File: src/rtl/fwd_hazard_unit_pkg.sv
// Shared types and defaults for the EX-stage forwarding / hazard unit.
// Latency: n/a (types and helper function only).
// Backpressure: n/a.
//
// The tracker entry holds rd at RIDX_MAX bits. Narrower register indices are
// zero-extended, so a single struct type serves every legal RIDX_W.
package fwd_hazard_unit_pkg;

  localparam int XLEN_DEF      = 32;
  localparam int RIDX_W_DEF    = 5;
  localparam int RIDX_MAX      = 8;
  localparam int FWD_DEPTH_MAX = 4;

  typedef struct packed {
    logic                valid;
    logic [RIDX_MAX-1:0] rd;
    logic                we;
    logic                load;
  } trk_entry_t;

  // An entry can supply a value for register rs when it is live, writes a
  // register, and targets rs. x0 is hardwired to zero and never matches.
  function automatic logic fwd_hit(input trk_entry_t e, input logic [RIDX_MAX-1:0] rs);
    return e.valid && e.we && (e.rd != '0) && (e.rd == rs);
  endfunction

endpackage

File: src/rtl/fwd_hazard_unit_branch_comp.sv
// Branch comparator: equality plus signed/unsigned less-than on two operands.
// Latency: purely combinational.
// Backpressure: none.
//
// Ports:
//   a, b  : XLEN operands
//   brun  : 1 = unsigned compare, 0 = signed compare
//   breq  : a == b
//   brlt  : a < b under the selected signedness
module branch_comp #(
  parameter int XLEN = 32
) (
  input  logic [XLEN-1:0] a,
  input  logic [XLEN-1:0] b,
  input  logic            brun,
  output logic            breq,
  output logic            brlt
);

  assign breq = (a == b);
  assign brlt = brun ? (a < b) : ($signed(a) < $signed(b));

endmodule

File: src/rtl/fwd_hazard_unit.sv
// EX-stage operand forwarding and load-use hazard detection.
// Latency: operand and compare paths are combinational; the EX register and tracker update in 1 cycle.
// Backpressure: stall holds ID and EX for one cycle per load-use pair, and a bubble enters MEM.
//
// Ports:
//   clk, rst                 : clock, synchronous active-high reset
//   id_*                     : instruction presented by ID (valid, rs1, rs2, rd, we, load)
//   flush                    : kill the EX instruction (taken branch / jump)
//   reg_rs1, reg_rs2         : register-file read data for the EX instruction
//   fwd_data[k]              : result currently held by tracked entry k (0 = MEM, 1 = WB, ...)
//   pc, imm, a_sel, b_sel    : operand mux sources and selects
//   brun                     : unsigned branch compare
//   op_a, op_b, store_data   : ALU operands and forwarded store value
//   breq, brlt               : branch compare results on the forwarded operands
//   stall, ex_valid          : load-use stall, EX occupancy
module fwd_hazard_unit
  import fwd_hazard_unit_pkg::*;
#(
  parameter int XLEN      = XLEN_DEF,
  parameter int RIDX_W    = RIDX_W_DEF,  // must not exceed RIDX_MAX
  parameter int FWD_DEPTH = 2            // legal range 1..FWD_DEPTH_MAX
) (
  input  logic                           clk,
  input  logic                           rst,
  input  logic                           id_valid,
  input  logic [RIDX_W-1:0]              id_rs1,
  input  logic [RIDX_W-1:0]              id_rs2,
  input  logic [RIDX_W-1:0]              id_rd,
  input  logic                           id_we,
  input  logic                           id_load,
  input  logic                           flush,
  input  logic [XLEN-1:0]                reg_rs1,
  input  logic [XLEN-1:0]                reg_rs2,
  input  logic [FWD_DEPTH-1:0][XLEN-1:0] fwd_data,
  input  logic [XLEN-1:0]                pc,
  input  logic [XLEN-1:0]                imm,
  input  logic                           a_sel,
  input  logic                           b_sel,
  input  logic                           brun,
  output logic [XLEN-1:0]                op_a,
  output logic [XLEN-1:0]                op_b,
  output logic [XLEN-1:0]                store_data,
  output logic                           breq,
  output logic                           brlt,
  output logic                           stall,
  output logic                           ex_valid
);

  // EX register: destination info travels as a tracker entry so it can be
  // shifted straight into entry 0; the source indices stay alongside.
  trk_entry_t          ex_ent;
  logic [RIDX_MAX-1:0] ex_rs1;
  logic [RIDX_MAX-1:0] ex_rs2;

  trk_entry_t          trk [FWD_DEPTH];

  trk_entry_t          id_ent;
  logic [RIDX_MAX-1:0] id_rs1_w;
  logic [RIDX_MAX-1:0] id_rs2_w;

  logic [XLEN-1:0]     fwd_rs1;
  logic [XLEN-1:0]     fwd_rs2;

  // Zero-extend the ID indices to the tracker's fixed rd width.
  always_comb begin
    id_rs1_w               = '0;
    id_rs2_w               = '0;
    id_ent                 = '0;
    id_rs1_w[RIDX_W-1:0]   = id_rs1;
    id_rs2_w[RIDX_W-1:0]   = id_rs2;
    id_ent.valid           = id_valid;
    id_ent.rd[RIDX_W-1:0]  = id_rd;
    id_ent.we              = id_we;
    id_ent.load            = id_load;
  end

  always_ff @(posedge clk) begin
    if (rst) begin
      ex_ent <= '0;
      ex_rs1 <= '0;
      ex_rs2 <= '0;
      for (int k = 0; k < FWD_DEPTH; k++) begin
        trk[k] <= '0;
      end
    end else begin
      // Flush beats stall: a stalled instruction that is being killed must
      // not linger in EX.
      if (flush) begin
        ex_ent.valid <= 1'b0;
      end else if (!stall) begin
        ex_ent <= id_ent;
        ex_rs1 <= id_rs1_w;
        ex_rs2 <= id_rs2_w;
      end

      // A stalled or flushed EX instruction does not advance; MEM gets a bubble.
      trk[0] <= (stall || flush) ? trk_entry_t'('0) : ex_ent;
      for (int k = 1; k < FWD_DEPTH; k++) begin
        trk[k] <= trk[k-1];
      end
    end
  end

  // Walk from the oldest entry to the youngest so the youngest match is
  // written last and wins. A load in entry 0 has no data yet, so it is
  // skipped and an older entry (or the register file) supplies the value.
  always_comb begin
    fwd_rs1 = reg_rs1;
    fwd_rs2 = reg_rs2;
    for (int k = FWD_DEPTH - 1; k >= 0; k--) begin
      if (!(k == 0 && trk[k].load)) begin
        if (fwd_hit(trk[k], ex_rs1)) fwd_rs1 = fwd_data[k];
        if (fwd_hit(trk[k], ex_rs2)) fwd_rs2 = fwd_data[k];
      end
    end
  end

  // Load-use: the load in entry 0 leaves MEM next cycle, after which entry 1
  // can forward its result. That bounds the stall to a single cycle.
  assign stall = ex_ent.valid && trk[0].load &&
                 (fwd_hit(trk[0], ex_rs1) || fwd_hit(trk[0], ex_rs2));

  assign ex_valid   = ex_ent.valid;
  assign op_a       = a_sel ? pc  : fwd_rs1;
  assign op_b       = b_sel ? imm : fwd_rs2;
  assign store_data = fwd_rs2;

  branch_comp #(
    .XLEN (XLEN)
  ) u_branch_comp (
    .a    (fwd_rs1),
    .b    (fwd_rs2),
    .brun (brun),
    .breq (breq),
    .brlt (brlt)
  );

endmodule

File: config.mk
export PLATFORM = sky130hd
export DESIGN_NAME = fwd_hazard_unit
export DESIGN_NICKNAME = d
export VERILOG_FILES = /design/src/rtl/fwd_hazard_unit_pkg.sv /design/src/rtl/fwd_hazard_unit_branch_comp.sv /design/src/rtl/fwd_hazard_unit.sv
export SDC_FILE = /design/constraint.sdc
export NUM_CORES = 1
export LEC_CHECK = 0
export ABC_AREA = 1
export CAP_MARGIN = 20
export CORE_ASPECT_RATIO = 1.2
export CORE_MARGIN = 10
export CORE_UTILIZATION = 40
export CTS_CLUSTER_SIZE = 30
export DETAILED_ROUTE_END_ITERATION = 16
export PLACE_DENSITY_LB_ADDON = 0.1
export REMOVE_ABC_BUFFERS = 1
export SYNTH_ARGS = -nofsm -noshare
export SYNTH_HDL_FRONTEND = slang
export SYNTH_SLANG_ARGS = --single-unit
File: constraint.sdc
create_clock -name clk -period 3.48 [get_ports clk]
set_input_delay 0.696 -clock clk [delete_from_list [all_inputs] [get_ports clk]]
set_output_delay 0.696 -clock clk [all_outputs]
set_load 0.01 [all_outputs]
### Word-level counts from Yosys, hierarchy flattened

Memory sizes are Yosys's and may differ from the RTL's.
Index checks and enable logic that the tools add are counted.

* word-level logic and storage cells: 49
* bits of input ports: 216
* bits in writable memories: 22
* output and inout port bits: 100
* memories: 1
* bits in registers: 18

Memories
* trk: words 2, width 11, read ports 2, clocked after Yosys merged registers in 0, wr ports 2, RTL line fwd_hazard_unit.sv:55 `trk_entry_t trk [FWD_DEPTH];`

* mux-type cells: 15
* magnitude comparators: 2
* reductions and logical operators: 16
* equal/unequal tests: 5
* bitwise logic cells: 4

Operators with widths (count)
* $mux 32: 8
* $lt 32x32->1: 2
* $mux 11: 3
* $eq 32x32->1: 1
* $eq 8x5->1: 4
* $reduce_bool 8->1: 2
* $logic_and 1x1->1: 10
* $mux 1: 4
* $logic_or 1x1->1: 2
* $not 1->1: 2
* $or 1x1->1: 2
* $reduce_and 2->1: 1
* $reduce_or 2->1: 1

### Depth between registers and ports, before layout

Gate-level depths: netlist (run 1).
An unclocked memory read counts as a cell.

* depth in word-level cells: 9
* depth in mapped cells: 24

### Modules after synthesis

From an unflattened synthesis (run 1), not the netlist that was laid out.

* cell total of the unflattened synthesis: 960
* area total of the unflattened synthesis: 5308.8 um^2

Modules (own cells, without submodules)
* fwd_hazard_unit: cells each 814, times used 1, sequential area each 660.6 um^2, area an instance 4406.7 um^2
* branch_comp: cells each 146, times used 1, sequential area each 0.0 um^2, area an instance 902.1 um^2

### Worst setup path before layout (run 1)

Ideal clock, no wire load.

* path kind: reg2out
* from: reg ex_rs1[3]
* to: out breq
* required time: 2.784 ns
* path buffers: 1
* path slack: 0.229 ns
* arrival: 2.555 ns
* cell stages (with the launch flop): 14
* path through: dfxtp_1 > or2_1 > a21oi_4 > nand3_4 > buf_6 > nand2_2 > nand3_2 > and2_1 > ha_1 > nand2_1 > nor2_1 > nand3_1 > nor4_1 > nor4b_1

* word-level cells in the longest chain between the ends: 6
* elaborated cells on any way between the ends: 8
* those cells by class: eq/ne: 3; mux: 3; reduce/logical: 2

Ends and longest elaborated chain
* from (decl): RTL line fwd_hazard_unit.sv:52 `logic [RIDX_MAX-1:0] ex_rs1;`
* from (signal assigned): RTL line fwd_hazard_unit.sv:92 `ex_rs1 <= id_rs1_w;`
* $eq 8x5->1: RTL line fwd_hazard_unit_pkg.sv:24 `return e.valid && e.we && (e.rd != '0) && (e.rd == rs);`
* $logic_and 1x1->1: RTL line fwd_hazard_unit_pkg.sv:24
* $mux 32 (2 in series): RTL line fwd_hazard_unit.sv:112 `if (fwd_hit(trk[k], ex_rs1)) fwd_rs1 = fwd_data[k];`
* $mux 32 (*): RTL line fwd_hazard_unit.sv:111 `if (!(k == 0 && trk[k].load)) begin`
* $eq 32x32->1 (*): RTL line fwd_hazard_unit_branch_comp.sv:20 `assign breq = (a == b);`
* to (decl): RTL line fwd_hazard_unit.sv:43 `output logic breq,`

Mark *: on every way between the ends. The rest lies on a longest branch, timed or not.

==> impl_metrics.ini, run 1 <==
[outcome]
status = finished with violations
violations = negative setup slack

[die]
die_w_um = 128
start_util_pct = 40.6
top_level_ports = 316
core_mm2 = 0.0138
rows = 47
fp.dieH_um = 150
die_area_mm2 = 0.0191

[synthesis]
yosys-top-cells-area = nand2_1 (22%), nand3_1 (14%), dfxtp_1 (12%), inv_1 (7.9%), ha_1 (7.2%)
ys_async_sr_fraction_pct = 0
synth-compound-area-share_pct = 3.83
synthesis.instances = 970
synth-edff-count = 0
synth_top_family_by_area = simple AND/OR/NAND/NOR gates
yosys.area.top_type = nand2_1
synth_simple_gate_area_share_pct = 59.9
netlist_area_mm2 = 0.00559
synth_mux_area_share_pct = 0
yosys_most_used_dff = dfxtp_1
synth_fa_ha_area_share_pct = 7.16
synth_top_area_share_pct = 21.7
synth_seq_cells = 33
yosysMostFrequentCell = nand2_1
ys_top_cells_by_count = nand2_1 (323), nand3_1 (156), inv_1 (118)
ys_seq_area_share_pct = 11.8
ys_types = 36
yosys.area_share.xor_xnor_pct = 2.04
yosysWarnings = 0
syn_area_per_cell_um2 = 5.76

[global_routing]
first_global_vias = 8019
antenna_found_initial = 4
gr-total-overflow = 0
grt_max_degree = 36
grt_pass1_wl_um = 44500
grt_usage_pct = 29.1

[clock_network]
holdBufCountCts = 0
h-tree-depth = 2
clockBufferDepth = 2
cts.sinks = 33
cts_tree = done
worstSkewPairLatency_ns = 0.28
numCtsBuffers = 5
path_clk_slew_ns = 0.05
clock_tree.root_cell = clkbuf_16

[placed_design]
dpl.hpwl_um = 23200
port-buffer-count = 315
place_area_mm2 = 0.00988
placedCellCount = 1556
gp_congestion = 0.945

[min_path]
hold_path_end = trk[0][2]
min-delay-start = ex_ent[2]
hold_depth = 2
hold_class = register to register

[worst_setup_path]
r2r_start = trk[0][4]
rrSetupSlack_ns = 1.40
crit_type = register to output pin
worstPathCellList = inv_2, or2_0, nand4_1, nor2_4, buf_12, buf_4, nand3_1, nand3_1, nand2_2, ha_4, inv_1, nor2_4, nand3_2, nor4_4, nor4b_4, buf_4, buf_6
worstSetupEndpointType = output pin
reg2reg_depth = 10
crit_family = simple AND/OR/NAND/NOR gates
cpMaxStageDelayCell = nor4_4
cp-start-kind = register
path_buf_inv = 6
crit_path_max_incr_delay_ns = 0.33
cp.required_ns = 2.78
reg2reg_to = trk[0][3]
cp.arrival_ns = 3.19
critPathMaxFanout = 6

[power]
leakage_uw = 0.00542
p_clk_share_pct = 20.7
p_total_uw = 1990
switching_power_uw = 683
sw_frac_of_total_pct = 34.3
combPwrFrac_pct = 58.5
power.density_mw_per_mm2 = 184
power_frac_seq_pct = 20.8
p_int_uw = 1310
peakVddDrop_v = 0.000394

[cells_and_area]
synthToLayoutAreaGrowth_pct = 94.0
fillerInstances = 1034
multiInputGateArea_mm2 = 0.00450
drive_above_1_share_pct = 26.2
ff_latch_area_um2 = 684
fin_util_pct = 78.8
final_nets = 1668
postLayoutCellArea_mm2 = 0.0108
fin_cells = 1597

[job]
max_cap_viol_count = 0

[sta]
finalClockSkew_ns = 0.00334
slew_viol_final = 0
max_freq_ghz = 0.257
relSlewSlack_pct = 69.6
min_period_ns = 3.89
finalSetupViolations = 2
min_period_over_period_pct = 112
worst_pin_slew_ns = 0.454
finalHoldViolCount = 0
layout_setup_ws_ns = -0.406
rsz0062_at_grt = true

[route]
firstDrtPassIters = 5
viasPerCell = 5.21
ant_nets = 0
vias = 8325
wl_per_cell_um = 18.9
drtIter0Drc = 631
drt_wl_total_um = 30200
route.detailed.drc = 0
[registers in the layout (all words and copies together) (netlist names)]
name,count
trk,15
ex_ent,7
ex_rs1,5
ex_rs2,5
ex_valid,1
[power by group through the flow]
| stage | Sequential [uW] | Clock (uW) | Combinational (uW) |
|---|---|---|---|
| 2_1_floorplan | 417 | 0 | 373 |
| 3_3_place_gp | 419 | 0 | 1000 |
| 3_5_place_dp | 420 | 0 | 1010 |
| 4_1_cts | 414 | 421 | 1110 |
| 5_1_grt | 417 | 433 | 1250 |
| 6_report | 415 | 413 | 1170 |
[area by class of cell]
| class | instances | share of cell area, % |
|---|---|---|
| repair buffers | 498 | 44.4 |
| multi-input cells | 756 | 41.5 |
| flip-flops and latches | 33 | 6.31 |
| inverters | 126 | 4.41 |
| well taps | 171 | 1.97 |
| clock buffers | 6 | 1.19 |
| diodes | 5 | 0.115 |
| clock inverters | 2 | 0.0923 |
[stage by stage]
step	worst slack, ns	TNS [ns]	hold WS (ns)
5_1_grt	-0.528	-1.04	0.435
3_5_place_dp	-0.811	-1.48	0.417
6_report	-0.406	-0.775	0.416
4_1_cts	-0.281	-0.531	0.417
3_3_place_gp	-0.650	-1.28	0.413
2_1_floorplan	-0.651	-1.13	0.403
[what timing repair did]
item,in CTS,in global routing
gates resized for setup,87,43
pin swaps,40,23
endpoints found under the hold margin,0,0
setup buffers,13,11
gates cloned,3,1
setup endpoints to repair,2,4
[how the worst max path moves through the flow]
stage,from,to,cells past startpoint,slack [ns]
after floorplan,ex_rs1[3],breq,12,-0.65
after global placement,fwd_data[63],breq,12,-0.65
after detailed placement,fwd_data[63],breq,12,-0.81
after CTS,trk[0][16],breq,15,-0.28
after global routing,trk[0][13],breq,17,-0.53
final,trk[0][13],breq,17,-0.41
[cells in the final DEF, fill, tap and decap left out, drive strengths merged, types with 2 or more instances in the layout]
master and n:
o21bai 2, nand3 188, ha 32, diode 5
nand2 355, o21ai 5, clkbuf 8, clkinv 4
a21oi 31, nor2 52, and2 32, or2 2
inv 124, nand4 40, dfxtp 33, clkdlybuf4s50 312
buf 184, xnor2 5, xor2 8
[metal layers]
metal / global-route usage (%) / wire length (um) / vias to the layer above
met2: 53.1 / 15300 / 413
met4: 12.6 / 1370 / 0
li1: - / - / 4018
met5: 0 / 0 / -
met1: 32.0 / 11300 / 3796
met3: 5.06 / 2270 / 98
[cells by family (layout without fill, tap and decap cells)]
group,after synthesis,after routing
AO/OA/AOI/OAI,39,39
other,0,5
XOR/XNOR,13,13
adder cells (fa/ha/maj),32,32
AND/OR/NAND/NOR,671,672
flip-flops,33,33
buffers and inverters,182,632
[worst min-delay path, delay by kind of cell (launching register included)]
kind / cells / cell delay, ns
flops: 1 / 0.30
buf+inv: 1 / 0.04
simple gates: 1 / 0.03
Note: power is estimated with default switching activity, not from simulation.
==> run 2: changes to the inputs <==
- ABC_AREA: 1 -> 0
- CORE_UTILIZATION: 40 -> 39
==> run 2 against run 1 <==
Effect of this change:
- the flow still finishes with violations (negative setup slack)
- combinational power shrank 8%
- first-iteration DRC count down 1.3%
- via count decreased by 7.6%
- critical path depth unchanged
- clock skew is 0.0011 ns lower
- die area is 4.2% lower
- clock-buffer cell count decreased by 1
- critical path type unchanged
- highest routed layer unchanged
==> impl_metrics.ini, run 2 <==
[route]
met3WireLength_um = 2380
drt_wl_total_um = 30000
wl_met2_um = 15000
drtIter0Drc = 623
firstDrtPassIters = 6
ant_nets = 0
route.detailed.drc = 0
wl_per_cell_um = 22.2
met1_length_um = 11000
viasPerCell = 5.68
vias = 7692
top_layer = met4

[global_routing]
gr-total-overflow = 0
grt_max_degree = 45
grt_usage_pct = 27.9
first_global_vias = 7167
antenna_found_initial = 3
grt_pass1_wl_um = 41600

[clock_network]
clockBufferDepth = 2
worstSkewPairLatency_ns = 0.28
h-tree-depth = 2
clock_tree.root_cell = clkbuf_16
path_clk_slew_ns = 0.05
numCtsBuffers = 5
holdBufCountCts = 0
cts.sinks = 33
cts_tree = done

[worst_setup_path]
crit_type = register to output pin
critPathMaxFanout = 8
cp.arrival_ns = 3.66
crit_path_max_incr_delay_ns = 0.53
cp-start-kind = register
cp.required_ns = 2.78
cpMaxStageDelayCell = or4_4
worstSetupEndpointType = output pin
worstPathCellList = or4_4, o211ai_2, buf_4, nor4_4, buf_6, buf_8, mux2i_1, nand2_1, o21ai_0, ha_1, a21oi_2, o21ai_0, a221oi_2, a21boi_1, buf_4, o32ai_2, buf_2

[sta]
finalSetupViolations = 19
min_period_over_period_pct = 125
finalHoldViolCount = 0
max_freq_ghz = 0.230
finalClockSkew_ns = 0.00227
min_period_ns = 4.35
slew_viol_final = 0
relSlewSlack_pct = 67.2
worst_pin_slew_ns = 0.491
rsz0062_at_grt = true
layout_setup_ws_ns = -0.874

[die]
die_area_mm2 = 0.0183
fp.dieH_um = 146
start_util_pct = 39.5
core_mm2 = 0.0131
rows = 46
top_level_ports = 316
die_w_um = 125

[placed_design]
placedCellCount = 1285
port-buffer-count = 315
gp_congestion = 0.942
dpl.hpwl_um = 21700
pre_cts_slack_ns = -1.34

[cells_and_area]
largest_register = trk
fin_util_pct = 82.7
largest_reg_flops = 15
reg_top3 = trk (15), ex_ent (7)
final_nets = 1430
synthToLayoutAreaGrowth_pct = 109
final_common_cell = clkdlybuf4s50_1
fin_cells = 1354
drive_above_1_share_pct = 32.8
final_cell_mix = clkdlybuf4s50_1 (222), buf_4 (175), a21oi_1 (88)

[min_path]
hold_class = register to register

[outcome]
violations = negative setup slack
status = finished with violations

[synthesis]
ys_seq_area_share_pct = 12.7
yosys_most_used_dff = dfxtp_1
netlist_area_mm2 = 0.00519
ys_top_cells_by_count = a21oi_1 (105), mux2i_1 (64), nand2b_1 (54)
ys_async_sr_fraction_pct = 0
yosysMostFrequentCell = a21oi_1
yosysWarnings = 0
synth-edff-count = 0
yosys-top-cells-area = dfxtp_1 (13%), mux2i_1 (12%), a21oi_1 (10%), ha_1 (7.7%), o31ai_1 (7.5%)
synth_seq_cells = 33
ys_types = 45
syn_area_per_cell_um2 = 7.41
synthesis.instances = 700
synth_top_area_share_pct = 12.7
yosys.area.top_type = dfxtp_1

[power]
p_total_uw = 1900
power.density_mw_per_mm2 = 175
peakVddDrop_v = 0.000405
leakage_uw = 0.00467

[job]
max_cap_viol_count = 0
[run 2: cell count changes in the layout (fill, tap and decap cells not counted), sizes merged, moves of 34 or more]
cell and delta:
a21oi +82, buf +55, clkdlybuf4s50 -90, dlygate4sd2 +49, inv -111, mux2i +64, nand2 -315, nand2b +57
nand3 -179, nand4 -34, o21ai +45, o31ai +52
[run 2: logic make-up after synthesis]
| logic type | count (synthesis) | share of synthesized area, % |
|---|---|---|
| adders and majority gates | 32 | 7.72 |
| AOI/OAI and AO/OA | 271 | 34.1 |
| xor gates and xnor gates | 20 | 3.38 |
| and+or+nand+nor | 205 | 22.2 |
| buffers and inverters | 75 | 7.58 |
| DFF | 33 | 12.7 |
| muxes | 64 | 12.4 |
[run 2: final timing paths]
check,slack [ns],end,from,cells past startpoint
worst max-delay path,-0.87,brlt,trk[0][17],17
worst min register to register,0.44,trk[0][3],ex_ent[3],1
worst max register to register,0.97,trk[0][5],ex_rs2[2],10
worst min-delay path,0.44,trk[0][3],ex_ent[3],1
[run 2: cell type report]
cell class,instances,area [um^2]
Tap cell,168,210
Multi-Input combinational cell,595,4740
Timing Repair Buffer,534,5030
Antenna cell,3,7.51
Inverter,13,48.8
Sequential cell,33,667
Fill cell,836,2280
Clock buffer,5,125
Clock inverter,3,17.5
[run 2: timing repair]
action / in CTS / in global routing
endpoints found under the setup margin: 98 / 54
pin swaps: 27 / 46
gates cloned: 6 / 6
gates resized for setup: 198 / 143
setup buffers: 22 / 27
[run 2: critical path: cells and delay by family, from the launching register on]
| kind | cells | cell delay (ns) |
|---|---|---|
| flops | 1 | 0.31 |
| simple gates | 3 | 0.69 |
| mux | 1 | 0.23 |
| fa+ha+maj | 1 | 0.30 |
| buf+inv | 5 | 0.79 |
| compound gates | 7 | 1.05 |
[run 2: per-layer routing]
metal / up-vias / GRT usage [%]
met5: - / 0
met4: 0 / 14.2
met3: 103 / 5.07
met2: 421 / 49.5
met1: 3602 / 31.1
li1: 3566 / -
[run 2: where the power goes]
part	leakage (uW)	switching, uW	internal [uW]
clock	0.0000696	159	262
combinational	0.00433	459	617
sequential	0.000272	11.0	393
[run 2: stage by stage]
stage / hold slack (ns) / TNS (ns) / area (um^2)
2_1_floorplan: 0.423 / -140.75 / 4840
3_3_place_gp: 0.428 / -4.10 / 9560
3_5_place_dp: 0.433 / -5.78 / 9560
4_1_cts: 0.446 / -1.40 / 10200
5_1_grt: 0.456 / -4.97 / 10800
6_report: 0.443 / -2.82 / 10800
